$ cat src/rtl/dsp_audio_pkg.sv
// Shared definitions for the DSP audio path (I2S playback and capture).
//   I2S_FMT_I2S  : level driven on the DAC format pin for standard I2S framing
//   DEF_*        : default sample width, slot width and BCLK divider
//   FRAME_BITS   : BCLK periods per stereo frame at the default slot width
//   tx_state_t   : transmitter sequencing states
package dsp_audio_pkg;

    localparam logic I2S_FMT_I2S  = 1'b0;

    localparam int   DEF_DATA_W   = 24;
    localparam int   DEF_SLOT_W   = 32;
    localparam int   DEF_BCLK_DIV = 8;
    localparam int   FRAME_BITS   = 2 * DEF_SLOT_W;

    typedef enum logic {
        ST_IDLE = 1'b0,
        ST_RUN  = 1'b1
    } tx_state_t;

endpackage

$ cat src/rtl/i2s_clk_div.sv
// I2S master clock generator: divides clk into BCLK and derives LRCK from a
// per-frame bit counter. Also usable as the clock source for a slave-mode ADC.
//   clk, rst          : system clock, synchronous active-high reset
//   run               : counters advance while 1, held at 0 otherwise
//   run_nxt           : value of run on the next clk (qualifies look-ahead strobes)
//   bclk, lrck        : registered bit clock and word select
//   frame_start       : current clk is div_cnt=0, bit_cnt=0 while running
//   frame_end         : current clk is the last clk of the frame while running
//   frame_start_nxt   : next clk is a frame start
//   fall_tick_nxt     : next clk is div_cnt=0 (BCLK falling edge) while running
//   bit_cnt_nxt       : bit counter value for the next clk
module i2s_clk_div
    import dsp_audio_pkg::*;
#(
    parameter int SLOT_W   = DEF_SLOT_W,
    parameter int BCLK_DIV = DEF_BCLK_DIV
) (
    input  logic                          clk,
    input  logic                          rst,
    input  logic                          run,
    input  logic                          run_nxt,
    output logic                          bclk,
    output logic                          lrck,
    output logic                          frame_start,
    output logic                          frame_end,
    output logic                          frame_start_nxt,
    output logic                          fall_tick_nxt,
    output logic [$clog2(2*SLOT_W)-1:0]   bit_cnt_nxt
);

    localparam int FRAME = 2 * SLOT_W;
    localparam int DIV_W = $clog2(BCLK_DIV);
    localparam int BIT_W = $clog2(FRAME);

    localparam logic [DIV_W-1:0] DIV_LAST = DIV_W'(BCLK_DIV - 1);
    localparam logic [DIV_W-1:0] DIV_HALF = DIV_W'(BCLK_DIV / 2);
    localparam logic [BIT_W-1:0] BIT_LAST = BIT_W'(FRAME - 1);
    localparam logic [BIT_W-1:0] R_START  = BIT_W'(SLOT_W);

    logic [DIV_W-1:0] div_cnt;
    logic [BIT_W-1:0] bit_cnt;
    logic [DIV_W-1:0] div_nxt;
    logic [BIT_W-1:0] bit_nxt;

    always_comb begin
        div_nxt = '0;
        bit_nxt = '0;
        if (run) begin
            if (div_cnt == DIV_LAST) begin
                div_nxt = '0;
                bit_nxt = (bit_cnt == BIT_LAST) ? '0 : bit_cnt + 1'b1;
            end else begin
                div_nxt = div_cnt + 1'b1;
                bit_nxt = bit_cnt;
            end
        end
    end

    // bclk/lrck are registered from the next counter values so that they
    // line up with div_cnt/bit_cnt in the same clk.
    always_ff @(posedge clk) begin
        if (rst) begin
            div_cnt <= '0;
            bit_cnt <= '0;
            bclk    <= 1'b0;
            lrck    <= 1'b0;
        end else begin
            div_cnt <= div_nxt;
            bit_cnt <= bit_nxt;
            bclk    <= (div_nxt >= DIV_HALF);
            lrck    <= (bit_nxt >= R_START);
        end
    end

    assign frame_start     = run && (div_cnt == '0) && (bit_cnt == '0);
    assign frame_end       = run && (div_cnt == DIV_LAST) && (bit_cnt == BIT_LAST);
    assign frame_start_nxt = run_nxt && (div_nxt == '0) && (bit_nxt == '0);
    assign fall_tick_nxt   = run_nxt && (div_nxt == '0);
    assign bit_cnt_nxt     = bit_nxt;

endmodule

$ cat src/rtl/dac_i2s_tx.sv
// I2S master transmitter for the stereo audio DAC. Accepts 24-bit PCM pairs
// over valid/ready into a one-entry holding register and serialises them
// MSB-first on sdata with the standard one-BCLK delay after each LRCK edge.
//   clk, rst          : system clock, synchronous active-high reset
//   enable            : run frames; on deassertion the current frame completes
//   s_left, s_right   : PCM sample pair, two's complement
//   s_valid, s_ready  : upstream handshake, s_ready = holding register empty
//   bclk, lrck, sdata : I2S pins to the DAC (sdata changes on BCLK fall)
//   underrun          : 1-clk pulse when a frame starts with no pair held
//   fmt               : DAC format select, fixed to I2S
//
// state   | meaning
// --------+-------------------------------------------------------------
// ST_IDLE | counters and pins parked at 0, waiting for enable
// ST_RUN  | frames running; leaves only at frame end with enable low
module dac_i2s_tx
    import dsp_audio_pkg::*;
#(
    parameter int DATA_W   = DEF_DATA_W,
    parameter int SLOT_W   = DEF_SLOT_W,
    parameter int BCLK_DIV = DEF_BCLK_DIV
) (
    input  logic              clk,
    input  logic              rst,
    input  logic              enable,
    input  logic [DATA_W-1:0] s_left,
    input  logic [DATA_W-1:0] s_right,
    input  logic              s_valid,
    output logic              s_ready,
    output logic              bclk,
    output logic              lrck,
    output logic              sdata,
    output logic              underrun,
    output logic              fmt
);

    localparam int BIT_W = $clog2(2 * SLOT_W);

    localparam logic [BIT_W-1:0]  R_START = BIT_W'(SLOT_W);
    localparam logic [BIT_W-1:0]  P_LAST  = BIT_W'(DATA_W);
    localparam logic [DATA_W-1:0] MSB_ONE = {1'b1, {(DATA_W-1){1'b0}}};

    tx_state_t state;
    tx_state_t state_nxt;
    logic      run;
    logic      run_nxt;

    logic              frame_start;
    logic              frame_end;
    logic              frame_start_nxt;
    logic              fall_tick_nxt;
    logic [BIT_W-1:0]  bit_cnt_nxt;

    logic                hold_full;
    logic                hold_full_nxt;
    logic [DATA_W-1:0]   hold_l;
    logic [DATA_W-1:0]   hold_r;
    logic [2*DATA_W-1:0] shifter;
    logic                accept;

    logic                in_right;
    logic [BIT_W-1:0]    pos;
    logic [DATA_W-1:0]   word;
    logic [DATA_W-1:0]   mask;
    logic                slot_bit;

    i2s_clk_div #(
        .SLOT_W   (SLOT_W),
        .BCLK_DIV (BCLK_DIV)
    ) u_clk_div (
        .clk             (clk),
        .rst             (rst),
        .run             (run),
        .run_nxt         (run_nxt),
        .bclk            (bclk),
        .lrck            (lrck),
        .frame_start     (frame_start),
        .frame_end       (frame_end),
        .frame_start_nxt (frame_start_nxt),
        .fall_tick_nxt   (fall_tick_nxt),
        .bit_cnt_nxt     (bit_cnt_nxt)
    );

    always_ff @(posedge clk) begin
        if (rst) begin
            state <= ST_IDLE;
        end else begin
            state <= state_nxt;
        end
    end

    always_comb begin
        state_nxt = state;
        case (state)
            ST_IDLE: if (enable) state_nxt = ST_RUN;
            ST_RUN:  if (frame_end && !enable) state_nxt = ST_IDLE;
            default: state_nxt = ST_IDLE;
        endcase
    end

    assign run     = (state == ST_RUN);
    assign run_nxt = (state_nxt == ST_RUN);

    assign s_ready = !hold_full;
    assign accept  = s_valid && !hold_full;

    // A frame-start load and an accept never collide on a full register:
    // accept needs it empty, so the load path only ever clears a full one.
    always_comb begin
        hold_full_nxt = hold_full;
        if (frame_start) hold_full_nxt = 1'b0;
        if (accept)      hold_full_nxt = 1'b1;
    end

    always_ff @(posedge clk) begin
        if (rst) begin
            hold_full <= 1'b0;
            hold_l    <= '0;
            hold_r    <= '0;
            shifter   <= '0;
            underrun  <= 1'b0;
        end else begin
            hold_full <= hold_full_nxt;
            if (accept) begin
                hold_l <= s_left;
                hold_r <= s_right;
            end
            if (frame_start) begin
                shifter <= hold_full ? {hold_l, hold_r} : '0;
            end
            // Registered one clk early so the pulse coincides with the
            // frame-start clk; the held state seen then is hold_full_nxt.
            underrun <= frame_start_nxt && !hold_full_nxt;
        end
    end

    // Bit for the slot position that becomes current on the next BCLK fall.
    // The shifter only reloads on frame start, which is never a fall clk,
    // so the current shifter contents are valid here.
    always_comb begin
        in_right = (bit_cnt_nxt >= R_START);
        pos      = in_right ? (bit_cnt_nxt - R_START) : bit_cnt_nxt;
        word     = in_right ? shifter[DATA_W-1:0] : shifter[2*DATA_W-1:DATA_W];
        mask     = MSB_ONE >> (pos - 1'b1);
        slot_bit = 1'b0;
        if ((pos != '0) && (pos <= P_LAST)) begin
            slot_bit = |(word & mask);
        end
    end

    always_ff @(posedge clk) begin
        if (rst) begin
            sdata <= 1'b0;
        end else if (!run_nxt) begin
            sdata <= 1'b0;
        end else if (fall_tick_nxt) begin
            sdata <= slot_bit;
        end
    end

    assign fmt = I2S_FMT_I2S;

endmodule
$ cat config.mk
export PLATFORM = sky130hd
export DESIGN_NAME = dac_i2s_tx
export DESIGN_NICKNAME = d
export VERILOG_FILES = /design/src/rtl/dsp_audio_pkg.sv /design/src/rtl/i2s_clk_div.sv /design/src/rtl/dac_i2s_tx.sv
export SDC_FILE = /design/constraint.sdc
export NUM_CORES = 1
export LEC_CHECK = 0
export CAP_MARGIN = 20
export CORE_ASPECT_RATIO = 0.9
export CORE_MARGIN = 3
export CORE_UTILIZATION = 30
export DETAILED_ROUTE_END_ITERATION = 16
export GPL_TIMING_DRIVEN = 0
export SLEW_MARGIN = 0
export SYNTH_ARGS = -nofsm -noshare
export SYNTH_HDL_FRONTEND = slang
export SYNTH_HIERARCHICAL = 1
export SYNTH_SLANG_ARGS = --single-unit
$ cat constraint.sdc
create_clock -name clk -period 7.7 [get_ports clk]
set_clock_uncertainty 0.1 [all_clocks]
set_input_delay 1.925 -clock clk [delete_from_list [all_inputs] [get_ports clk]]
set_output_delay 1.925 -clock clk [all_outputs]
set_load 0.05 [all_outputs]
# [After elaboration in Yosys (flattened, before gate mapping)]
# Cells that the tools add are included.
# Widths: inputs -> output; s select.
[op_classes] add_sub_neg=4 n_lt_le_gt_ge=3 eq_ne=2 shifts=1 mux=14 n_bitwise=3 n_reduce_logical=20
[ops] cell="$mux 48" n=1
[ops] cell="$and 24x24->24" n=1
[ops] cell="$mux 24" n=1
[ops] cell="$mux 6" n=4
[ops] cell="$reduce_or 24->1" n=1
[ops] cell="$shr 24x6->24 const A" n=1
[ops] cell="$logic_not 6->1" n=2
[ops] cell="$logic_and 1x1->1" n=10
[ops] cell="$add 6x1->6 const B" n=1
[ops] cell="$eq 6x6->1 const B" n=1
[ops] cell="$ge 6x6->1 const B" n=1
[ops] cell="$le 6x5->1 const B" n=1
[ops] cell="$logic_not 3->1" n=2
[ops] cell="$mux 3" n=2
[ops] cell="$reduce_bool 6->1" n=1
[ops] cell="$sub 6x1->6 const B" n=1
[ops] cell="$sub 6x6->6 const B" n=1
[ops] cell="$mux 1" n=5
[ops] cell="$add 3x1->3 const B" n=1
[ops] cell="$eq 3x3->1 const B" n=1
[ops] cell="$ge 3x3->1 const B" n=1
[ops] cell="$logic_not 1->1" n=3
[ops] cell="$not 1->1" n=2
[ops] cell="$pmux 1 s2" n=1
[ops] cell="$reduce_or 2->1" n=1
[totals] register_bits=111 output_inout_bits=6 elab_cells=58

# [Longest topological paths before layout]
# Gate-level depths: netlist (run 1).
[depth] depth_word=11 ltp_mapped=14 ltp_nobuf=12

# [Modules after synthesis]
# The synthesis (run 1) kept the hierarchy.
[by_module_without_submodules] mod="dac_i2s_tx" n_inst=1 cells_per_inst=507 area_each_um2=4162.7
[by_module_without_submodules] mod="i2s_clk_div" n_inst=1 cells_per_inst=66 area_each_um2=598.1

# [Worst setup path before layout (run 1)]
# No wires, ideal clock.
[synth_timing] path_type="input port to flip-flop" from="in rst" to="reg shifter[10]" setup_time_ns=0.132 arrival_ns=2.765 t_required_ns=7.468 path_slack_ns=4.703 stages=4 path_cell_list="clkbuf_1 -> clkbuf_1 -> buf_1 -> a21oi_1"
[synth_lines] item="start, declared" line="dac_i2s_tx.sv:24" rtl="input logic rst,"
[synth_lines] item="end signal, assigned" line="dac_i2s_tx.sv:129" rtl="shifter <= hold_full ? {hold_l, hold_r} : '0;"
[synth_lines] item="end, declared" line="dac_i2s_tx.sv:58" rtl="logic [2*DATA_W-1:0] shifter;"
# No word-level cell between the ends.

# [Worst setup path after layout (run 1)]
[layout_timing] from="reg hold_full" to="out s_ready"
[layout_between] elab_chain_cells=1
[layout_rtl] item="start, declared" line="dac_i2s_tx.sv:54" rtl="logic hold_full;"
[layout_rtl] item="start signal, assigned" line="dac_i2s_tx.sv:123" rtl="hold_full <= hold_full_nxt;"
[layout_rtl] item="$logic_not 1->1" line="dac_i2s_tx.sv:104" rtl="assign s_ready = !hold_full;"
[layout_rtl] item="end, declared" line="dac_i2s_tx.sv:29" rtl="output logic s_ready,"
# Every way passes these cells.

==> summary.txt, run 1 <==
Synthesis
  • Adder-cell share of the synthesized area: 0.0131
  • EDFF count, synth: 0
  • Simple-Gate Fraction of Synth Area: 0.263
  • Post-synthesis sequential area ratio: 0.463
  • Yosys reg bits: 110
  • Post-synthesis async set-or-reset flop share: 0
  • YS warnings: 6
  • Post-Syn Instances: ~570
  • XOR/XNOR Fraction of Synth Area: 0.00736
  • Syn Area/Cell: just over 8 sq um
  • Compound-Gate Fraction of Synth Area: 0.145
  • Synth cell types: 56
  • Mux cell area share after synthesis: 0.0528
  • Main combinational cell family by area after synthesis: simple AND/OR/NAND/NOR gates
  • Post-Syn Area: 4760 sq um
  • Top FF cell, synth: dfxtp_1
  • Post-synth net total: 630

Floorplanning
  • Die W: approximately 140 um
  • # rows: 43
  • Die Y: between 100 and 150 um
  • Core area: 15,500 sq um
  • Initial Utilization: 0.307
  • Die area: about 17,000 sq um
  • Io pins: 58

Global route
  • GRT Total Usage: 0.140
  • Largest net degree at the start of global routing: 19
  • Number of global-route vias before repair: roughly 4,000
  • GRT overflow: 0
  • Global-route wire length before repair: 19,900 um
  • Initial antenna violation count: 0

Clock network
  • CTS buffer count: 9
  • Buffer depth of the longest clock path: 2
  • Clk root buf: clkbuf_16
  • H-tree lvl count: 3
  • CTS tree: yes
  • Num Clock Sinks: 110
  • CTS resizes: 0
  • Clock slew at reported path FFs: 0.07 ns
  • Post-CTS setup buffer count: 0
  • Clk Latency, worst-skew pair: 0.35 ns
  • CTS Hold Buffers Added: 0

Setup path
  • WP depth: 2
  • Crit path cell chain: inv_1, clkdlybuf4s50_1
  • Worst path bufs/invs: 2
  • Worst R2R Start: u_clk_div/div_cnt[0]$_SDFF_PP0_
  • R2R cell count: 12
  • Critical path's top delay family: buffers and inverters
  • Launch point of the worst path: hold_full$_SDFF_PP0_
  • Largest stage delay, worst path: 0.81 ns
  • Worst setup SP type: register
  • Crit end category: primary output
  • Critical Path AT: 1.64 ns
  • Slowest CP cell: clkdlybuf4s50_1
  • Worst setup path endpoint: s_ready
  • R2R Setup Slk: around 4.5 ns
  • Critical path type: reg -> out
  • Critical path data required time: 5.68 ns
  • RR Endpoint: sdata$_SDFFE_PP0P_
  • Critical Path Fanout Max: 5

Final layout
  • Nets: 696
  • Share of cells above drive strength 1: 0.0606
  • Area Overhead vs Synth: 23.2%
  • Most frequent cells in the layout: 110 x dfxtp_1, 106 x nand2_1, 98 x a21oi_1, 55 x clkdlybuf4s50_1, 51 x nand3_1
  • Diodes inserted: 0
  • Post-Layout Cell Count: approximately 850
  • Commonest non-fill, non-tap cell in the layout: dfxtp_1
  • Fin area: 5870 sq um

Power
  • Maximum vdd drop: 0.0937 mV
  • Pwr Density: 201 nW/um^2
  • Static Leak: about 2.0 nW

Place
  • GP Congestion: 0.888
  • Setup slack at placement: about 3.9 ns
  • Dpl cell area: 5560 sq um
  • Post-detail-place hpwl: 9190 um
  • Placed Instances: 830
  • IO buf count: 55

STA
  • RSZ-0062 raised after global routing: false
  • Least-Margin Pin Slew: 0.736 ns
  • Final min period: 3.66 ns
  • Fin. Hold Viols: 0
  • Fin worst setup slack: 4.04 ns
  • Slew headroom: 0.509
  • Final setup violation count: 0
  • Max Slew Vio Count: 0
  • Sum Neg Setup Slack: 0 ns
  • Max frequency: about 270 MHz
  • Final worst-path cycle share: 0.476

Min path
  • Hold Crit Class: reg -> reg
  • Worst Hold Depth: 2

Run status
  • Status: finished clean

Drt
  • Detail Route Antenna Nets: 0
  • DRC: 0
  • Drt first-iter violations: 180
  • Routed WL: 11,900 um
  • DR WL/cell: 14.1 um
  • Vias per inst: 4.76
  • First-pass iteration count of the detailed router: 4
  • Vias post-DR: 4,027

Run
  • Max_cap viols: 0
## layer usage
layer | global-route usage | vias to the layer above | share of wire
li1 | - | 2076 | -
met1 | 0.180 | 1884 | 0.48
met2 | 0.231 | 56 | 0.48
met3 | 0.0379 | 11 | 0.035
met4 | 0.0386 | 0 | 0.010
met5 | 0 | - | 0
## flip-flops by register name, summed over array words and instances, names as in the netlist
signal             cells
u_clk_div/bit_cnt      6
hold_l                24
u_clk_div/div_cnt      2
u_clk_div/lrck         1
sdata                  1
hold_r                24
u_clk_div/bclk         1
run                    1
hold_full              1
shifter               48
underrun               1
## cells in the mapped netlist (all sizes together), types with 2 or more instances
master / instances / share of area
mux4: 4 / 0.019
a221oi: 4 / 0.0074
a21oi: 98 / 0.10
nor3: 2 / 0.0021
o22ai: 2 / 0.0026
clkbuf: 37 / 0.029
ha: 5 / 0.013
o211ai: 3 / 0.0058
mux2i: 6 / 0.013
o2111ai: 2 / 0.0037
nor2: 9 / 0.0071
o21ai: 4 / 0.0042
or2: 2 / 0.0026
nand3: 51 / 0.054
buf: 12 / 0.017
nor4b: 4 / 0.0087
mux2: 8 / 0.020
dfxtp: 110 / 0.46
xor2: 2 / 0.0037
nand2b: 49 / 0.064
nand4: 3 / 0.0039
nand2: 106 / 0.084
nor3b: 2 / 0.0032
inv: 11 / 0.0092
nor4: 2 / 0.0039
xnor2: 2 / 0.0037
nor2b: 13 / 0.017
or3: 2 / 0.0026
a22oi: 3 / 0.0047
## worst min path at each step
stage / startpoint / to / slack (ns)
3_5_place_dp: hold_l[14]$_SDFFE_PP0P_ / hold_l[14]$_SDFFE_PP0P_ / 0.35
3_3_place_gp: hold_l[23]$_SDFFE_PP0P_ / hold_l[23]$_SDFFE_PP0P_ / 0.35
5_1_grt: hold_l[4]$_SDFFE_PP0P_ / hold_l[4]$_SDFFE_PP0P_ / 0.38
2_1_floorplan: hold_l[0]$_SDFFE_PP0P_ / hold_l[0]$_SDFFE_PP0P_ / 0.34
6_report: hold_l[20]$_SDFFE_PP0P_ / hold_l[20]$_SDFFE_PP0P_ / 0.36
4_1_cts: hold_l[23]$_SDFFE_PP0P_ / hold_l[23]$_SDFFE_PP0P_ / 0.36
## through the flow
stage               hold WS [ns]   util  power (mW)
floorplan                  0.337      -       0.678
global placement           0.351  0.359       0.727
detailed placement         0.351  0.359       0.731
CTS                        0.361  0.379        1.19
global route               0.385  0.379        1.23
finish                     0.361  0.379        1.18
## kinds of logic (layout without fill, tap and decap cells)
logic type | Yosys count | count (layout)
and+or+nand+nor | 251 | 251
AOI/OAI and AO/OA | 124 | 124
DFF | 110 | 110
buffers and inverters | 60 | 131
muxes | 18 | 18
adders and majority gates | 5 | 5
xor gates and xnor gates | 4 | 4
other | 1 | 1
## worst min-delay path, stage by stage, from the launching register on
cell and delay, ns:
dfxtp_1 0.31, nand2_1 0.05, a21oi_1 0.05
## report_power, final
group          switching [mW]  internal [mW]
clock                   0.211          0.250
combinational          0.0653         0.0519
sequential             0.0119          0.588
total                   0.288          0.890
## layout make-up
cell class	count	area (sq um)
Fill cell	1572	9630
Multi-Input combinational cell	403	2300
Sequential cell	110	2200
Timing Repair Buffer	55	551
Clock buffer	12	267
Tap cell	202	253
Buffer	49	218
Inverter	11	43.8
Clock inverter	4	35.0
(Power assumes the default switching activity.)
==> run 2, diff against run 1 <==
clock period = 3.65 ns   (was 7.7 ns; I/O delays follow)
==> results of run 2 <==
The final DEF is identical to that of run 1. Status: finished clean.
Main changes from that run: setup slack after placement 3.85 ns -> 0.456 ns; setup slack after layout 4.04 ns -> 0.406 ns; start point of the critical path hold_full$_SDFF_PP0_ -> u_clk_div/div_cnt[0]$_SDFF_PP0_; end point of the critical path s_ready -> sdata$_SDFFE_PP0P_; register-to-register setup slack 4.46 ns -> 0.41 ns; total power 1.18 mW -> 2.49 mW; worst IR drop on VDD 0.0937 mV -> 0.198 mV
